[config.mk]
export PLATFORM = sky130hd
export DESIGN_NAME = cv_spinner_quad
export DESIGN_NICKNAME = d
export VERILOG_FILES = /design/src/rtl/cv_pkg.sv /design/src/rtl/cv_quad_gray.sv /design/src/rtl/cv_spinner_quad.sv
export SDC_FILE = /design/constraint.sdc
export NUM_CORES = 1
export LEC_CHECK = 0
export CORE_MARGIN = 2
export CORE_UTILIZATION = 60
export DETAILED_ROUTE_END_ITERATION = 6
export DONT_BUFFER_PORTS = 1
export MAX_ROUTING_LAYER = met4
export PLACE_DENSITY = 0.72
export SYNTH_ARGS = -nofsm -noshare
export SYNTH_HDL_FRONTEND = slang
export SYNTH_SLANG_ARGS = --single-unit
[constraint.sdc]
create_clock -name clk_i -period 11.2 [get_ports clk_i]
set_clock_uncertainty 0.1 [all_clocks]
set_input_delay 0 -clock clk_i [delete_from_list [all_inputs] [get_ports clk_i]]
set_output_delay 0 -clock clk_i [all_outputs]
set_load 0.005 [all_outputs]
[src/rtl/cv_pkg.sv]
// Shared types, constants and helpers for the ColecoVision controller-port blocks.
package cv_pkg;

    typedef enum logic {SP_IDLE = 1'b0, SP_WAIT = 1'b1} sp_state_t;

    localparam logic [1:0] SP_PHASE_RESET = 2'b11;
    localparam int         SP_ACCEL_THR   = 64;

    // Adds a and b, then clamps the result to the symmetric range [-lim, +lim].
    function automatic int sat_add(input int a, input int b, input int lim);
        int s;
        s = a + b;
        if (s > lim) begin
            return lim;
        end else if (s < -lim) begin
            return -lim;
        end
        return s;
    endfunction

endpackage

[src/rtl/cv_quad_gray.sv]
// Two-bit quadrature phase register {A,B}: steps one Gray position per step_i.
// force_idle_i parks the pair at 11 and takes priority over stepping.
module cv_quad_gray
    import cv_pkg::*;
(
    input  logic       clk_i,
    input  logic       reset_n_i,
    input  logic       step_i,
    input  logic       dir_i,
    input  logic       force_idle_i,
    output logic [1:0] phase_o
);

    logic [1:0] r_phase;
    logic       w_same;
    logic [1:0] w_toggle;

    // Forward flips B when A==B and A otherwise; reverse is the mirror image.
    assign w_same   = (r_phase[1] == r_phase[0]);
    assign w_toggle = (dir_i == w_same) ? 2'b01 : 2'b10;

    always_ff @(posedge clk_i or negedge reset_n_i) begin
        if (!reset_n_i) begin
            r_phase <= SP_PHASE_RESET;
        end else if (force_idle_i) begin
            r_phase <= SP_PHASE_RESET;
        end else if (step_i) begin
            r_phase <= r_phase ^ w_toggle;
        end
    end

    assign phase_o = r_phase;

endmodule

[src/rtl/cv_spinner_quad.sv]
// Super Action spinner emulation: accumulates signed motion deltas and pays them out as
// rate-limited quadrature steps. Optional macro CV_SPINNER_ACCEL_EN enables 4x payout for |acc| >= 64.
module cv_spinner_quad
    import cv_pkg::*;
#(
    parameter int STEP_DIV = 1070,
    parameter int ACC_W    = 10
) (
    input  logic       clk_i,
    input  logic       reset_n_i,
    input  logic       clk_en_10m7_i,
    input  logic       enable_i,
    input  logic [7:0] delta_i,
    input  logic       delta_vld_i,
    output logic       p7_o,
    output logic       p9_o,
    output logic       busy_o,
    output logic       ovf_o
);

    localparam int          ACC_LIM = (1 << (ACC_W - 1)) - 1;
    localparam logic [15:0] TC_SLOW = 16'(STEP_DIV - 1);

    sp_state_t               r_state;
    sp_state_t               w_state_next;
    logic signed [ACC_W-1:0] r_acc;
    logic signed [ACC_W-1:0] w_acc_next;
    logic [15:0]             r_timer;
    logic [15:0]             w_timer_next;
    logic [15:0]             w_tc;
    logic                    r_busy;
    logic                    r_ovf;
    logic                    w_step;
    logic                    w_dir;
    logic                    w_arm;
    logic                    w_ovf;
    int                      w_delta;
    int                      w_dir_val;
    int                      w_sum;
    int                      w_acc_sat;
    logic [1:0]              w_phase;

    // A step needs the timer at terminal count on an enable tick; sign of acc picks direction.
    assign w_step    = (r_state == SP_WAIT) && clk_en_10m7_i && (r_timer == w_tc) && (r_acc != '0);
    assign w_dir     = ~r_acc[ACC_W-1];
    assign w_delta   = delta_vld_i ? int'($signed(delta_i)) : 0;
    assign w_dir_val = w_step ? (w_dir ? 1 : -1) : 0;
    assign w_sum     = int'(r_acc) + w_delta - w_dir_val;
    assign w_acc_sat = sat_add(int'(r_acc), w_delta - w_dir_val, ACC_LIM);
    assign w_ovf     = (w_sum > ACC_LIM) || (w_sum < -ACC_LIM);
    assign w_acc_next = ACC_W'(w_acc_sat);
    assign w_arm     = (r_state == SP_IDLE) && (r_acc != '0) && (w_acc_next != '0);

`ifdef CV_SPINNER_ACCEL_EN
    localparam logic [15:0] TC_FAST = 16'((STEP_DIV >> 2) - 1);

    logic [15:0] r_tc;
    logic        w_big;

    // The payout rate is chosen only when the timer restarts, so a period is never cut short.
    assign w_big = (w_acc_sat >= SP_ACCEL_THR) || (w_acc_sat <= -SP_ACCEL_THR);

    always_ff @(posedge clk_i or negedge reset_n_i) begin
        if (!reset_n_i) begin
            r_tc <= TC_SLOW;
        end else if (!enable_i) begin
            r_tc <= TC_SLOW;
        end else if (w_step || w_arm) begin
            r_tc <= w_big ? TC_FAST : TC_SLOW;
        end
    end

    assign w_tc = r_tc;
`else
    assign w_tc = TC_SLOW;
`endif

    always_comb begin
        w_state_next = r_state;
        w_timer_next = r_timer;
        case (r_state)
            SP_IDLE: begin
                w_timer_next = '0;
                if (w_arm) begin
                    w_state_next = SP_WAIT;
                end
            end
            SP_WAIT: begin
                if (w_acc_next == '0) begin
                    w_state_next = SP_IDLE;
                    w_timer_next = '0;
                end else if (w_step) begin
                    w_timer_next = '0;
                end else if (clk_en_10m7_i) begin
                    w_timer_next = r_timer + 16'd1;
                end
            end
            default: begin
                w_state_next = SP_IDLE;
                w_timer_next = '0;
            end
        endcase
    end

    always_ff @(posedge clk_i or negedge reset_n_i) begin
        if (!reset_n_i) begin
            r_state <= SP_IDLE;
            r_acc   <= '0;
            r_timer <= '0;
            r_busy  <= 1'b0;
            r_ovf   <= 1'b0;
        end else if (!enable_i) begin
            r_state <= SP_IDLE;
            r_acc   <= '0;
            r_timer <= '0;
            r_busy  <= 1'b0;
            r_ovf   <= 1'b0;
        end else begin
            r_state <= w_state_next;
            r_acc   <= w_acc_next;
            r_timer <= w_timer_next;
            r_busy  <= (w_acc_next != '0);
            r_ovf   <= w_ovf;
        end
    end

    cv_quad_gray u_gray (
        .clk_i        (clk_i),
        .reset_n_i    (reset_n_i),
        .step_i       (w_step),
        .dir_i        (w_dir),
        .force_idle_i (~enable_i),
        .phase_o      (w_phase)
    );

    assign p7_o   = w_phase[1];
    assign p9_o   = w_phase[0];
    assign busy_o = r_busy;
    assign ovf_o  = r_ovf;

endmodule

==> flow_summary.toml <==
[cts]
cts.sinks = 31
ctsLongestPathBuffers = 2
cts-root-buf = "clkbuf_8"
postCtsSetupRepairBufs = 0
cts_buffers = 5
cts_tree = "built"
ctsResizeCount = 0
h-tree-depth = 2
clkTransAtPathRegs_ps = 70
insertion_delay_ps = 290

[pwr]
peakVddDrop_uv = 179.9
seq_power_share_pct = 17.9
swShare_pct = 47.03
internal_power_mw = 0.4188
p_comb_share_pct = 68.4
pwr-share-clk_pct = 13.8
cellLeakagePower_nw = 1.275
powerDensity_nw_per_um2 = 275.9
power_switching_mw = 0.3718

[sta]
tightest_slew_ps = 654.7
period_needed_ps = 7431
slew_viol_final = 0
setup_tns_ps = 0
final_hold_viol_count = 0
rsz0062_at_grt = "no"
fmax_ghz = 0.1346
slew_headroom_pct = 56.09
finalCritPeriodShare_pct = 66.35
setup_viol_count_final = 0

[die]
fp.dieW_um = 70.68
pin_count = 17
initial_core_util_pct = 61.69
fp.coreArea_sq_um = 4324
num_rows = 24
die_area_sq_um = 4995
die-height_um = 70.68

[routing]
drc = 0
avgViaCountPerCell = 6.144
drtIter0Drc = 96
vias = 2218
wl_um = 5866
first_pass_iters = 4
wl_per_cell_um = 16.25
ant_nets = 0

[yosys]
synth-async-reset-ratio_pct = 100.0
syn-cell-area_sq_um = 2668
synth_edf_count = 0
yosysSeqAreaShare_pct = 29.17
avgSynthCellArea_sq_um = 8.804
netlist_instances = 303
synth_ff_type = "dfrtp_1"
synth-seq-cells = 31
synth_warnings = 0
ys_types = 52
synthesis.nets = 346

[worst_setup_path]
critPathSlowestCell = "dlygate4sd3_1"
cp_max_fo = 16
critPathKind = "reg2reg"
arrival_ps = 7510
worstPathRequired_ps = 11280
endpoint_kind = "register"
cpPeakStageDelay_ps = 580
crit_top_cell = "fa_1"
critPathLaunchType = "register"

[global_routing]
grt_max_degree = 32
grt_antenna_before_repair = 0
grt-ovfl-total = 0
grt_use_total_pct = 26.15
grt_pass1_vias = 2197
grt_pass1_wl_um = 10090

[cells_and_area]
area_growth_pct = 7.411
diodes = 0
fin_nets = 351
drive_gt1_share_pct = 6.472
design_area_sq_um = 2865

[worst_hold_path]
hold_path_class = "in2reg"

[placement]
io_buffers = 0
place.gp.congestion = 0.9348
post_dp_cell_area_sq_um = 2699
place_hpwl_um = 4455

[job]
drv_cap = 0

[status]
outcome = "finished clean"
==> cells in the mapped netlist, types with 2 or more instances <==
cell | n | area share [%]
a211oi_1 | 3 | 0.84
a21boi_0 | 3 | 0.84
a21o_1 | 3 | 0.84
a21oi_1 | 10 | 1.9
a31o_2 | 5 | 1.6
a31oi_1 | 2 | 0.47
a41o_1 | 2 | 0.75
and2_1 | 3 | 0.70
and3_1 | 4 | 0.94
clkbuf_1 | 5 | 0.70
dfrtp_1 | 29 | 27
dfstp_2 | 2 | 2.0
fa_1 | 15 | 11
ha_1 | 15 | 7.0
inv_1 | 33 | 4.6
nand2_1 | 34 | 4.8
nand2b_1 | 5 | 1.2
nand3_1 | 9 | 1.7
nand4_1 | 9 | 2.1
nand4b_1 | 2 | 0.66
nor2_1 | 28 | 3.9
nor2b_1 | 3 | 0.70
nor3_1 | 6 | 1.1
nor4_1 | 6 | 1.4
nor4b_1 | 3 | 0.99
o211ai_1 | 4 | 1.1
o21a_1 | 5 | 1.4
o21ai_0 | 9 | 1.7
o21bai_1 | 3 | 0.84
or3_1 | 2 | 0.47
or4_1 | 2 | 0.56
xnor2_1 | 9 | 3.0
xor2_1 | 11 | 3.6
==> path summary, 6_finish.rpt <==
path / from / endpoint / slack, ps / depth (start not counted)
max: r_timer[1]$_DFFE_PN0P_ / r_timer[1]$_DFFE_PN0P_ / 3770 / 25
min: enable_i / r_acc[6]$_DFF_PN0_ / 50 / 2
max reg2reg: r_timer[1]$_DFFE_PN0P_ / r_timer[1]$_DFFE_PN0P_ / 3770 / 25
min reg2reg: u_gray.phase_o[0]$_DFFE_PN1P_ / u_gray.phase_o[0]$_DFFE_PN1P_ / 430 / 2
max in group asynchronous: reset_n_i / u_gray.phase_o[0]$_DFFE_PN1P_ / 10680 / 2
min in group asynchronous: reset_n_i / r_timer[2]$_DFFE_PN0P_ / 60 / 2
==> routing by layer <==
| layer | GRT usage (%) | vias to the layer above | routed length, um |
|---|---|---|---|
| met1 | 34.38 | 1082 | 2711 |
| met3 | 5.983 | 13 | 253 |
| li1 | - | 1065 | - |
| met4 | 7.128 | 0 | 94 |
| met2 | 41.19 | 58 | 2806 |
| met5 | - | - | 0 |
==> power by group through the flow <==
stage	logic, mW	registers, mW	clock network [mW]
after floorplan	0.419	0.138	0
after global placement	0.515	0.143	0
after detailed placement	0.523	0.143	0
after CTS	0.531	0.141	0.110
after global routing	0.604	0.143	0.114
final	0.540	0.141	0.109
==> layout make-up <==
| class | count | area, sq um |
|---|---|---|
| clock inverters | 1 | 30.03 |
| fillers | 387 | 1459 |
| repair buffers | 5 | 60.06 |
| inverters | 33 | 123.9 |
| flip-flops and latches | 31 | 778.2 |
| clock buffers | 7 | 76.32 |
| well taps | 52 | 65.06 |
| multi-input cells | 232 | 1732 |
==> stage by stage <==
stage               util, %  std cells  setup slack, ps  power [mW]  hold slack [ps]
floorplan                 -        303             5159      0.5578           -395.6
CTS                   66.26        361             3745      0.7823            37.22
global route          66.26        361             3201      0.8617            36.53
global placement      62.41        348             4507      0.6580           -395.0
detailed placement    62.41        348             4300      0.6661           -395.1
finish                66.26        361             3769      0.7906            46.42
==> critical path: cells and delay by family (launching register included) <==
| kind | cells | cell delay (ps) |
|---|---|---|
| and+or+nand+nor | 10 | 2120 |
| buffers and inverters | 3 | 1010 |
| AOI/OAI and AO/OA | 8 | 2000 |
| DFF | 1 | 440 |
| adders and majority gates | 4 | 1640 |
==> cells in the final DEF, fill, tap and decap left out, drive strengths merged, types with 11 or more instances in the layout <==
cell type / Yosys / final
xor2: 11 / 11
nor2: 28 / 28
ha: 15 / 15
dfrtp: 29 / 29
nand2: 34 / 34
a21oi: 11 / 11
fa: 15 / 15
inv: 33 / 33
==> registers in the layout, summed over array words and instances (netlist names) <==
signal,flops
r_timer,16
r_acc,10
u_gray.phase_o,2
busy_o,1
ovf_o,1
r_state,1
==> kinds of logic after synthesis <==
group	after synthesis	synth area share, %
compound gates	55	14.82
xor+xnor	20	6.567
fa+ha+maj	30	18.29
buf+inv	40	5.910
flops	31	29.17
mux	2	0.7974
simple gates	125	24.44
==> what timing repair did <==
action / 4_1_cts / 5_1_grt
hold endpoints to repair: 62 / 0
endpoints found under the setup margin: 0 / 0
hold buffers: 5 / 0
Power figures use the tool's default switching activity.
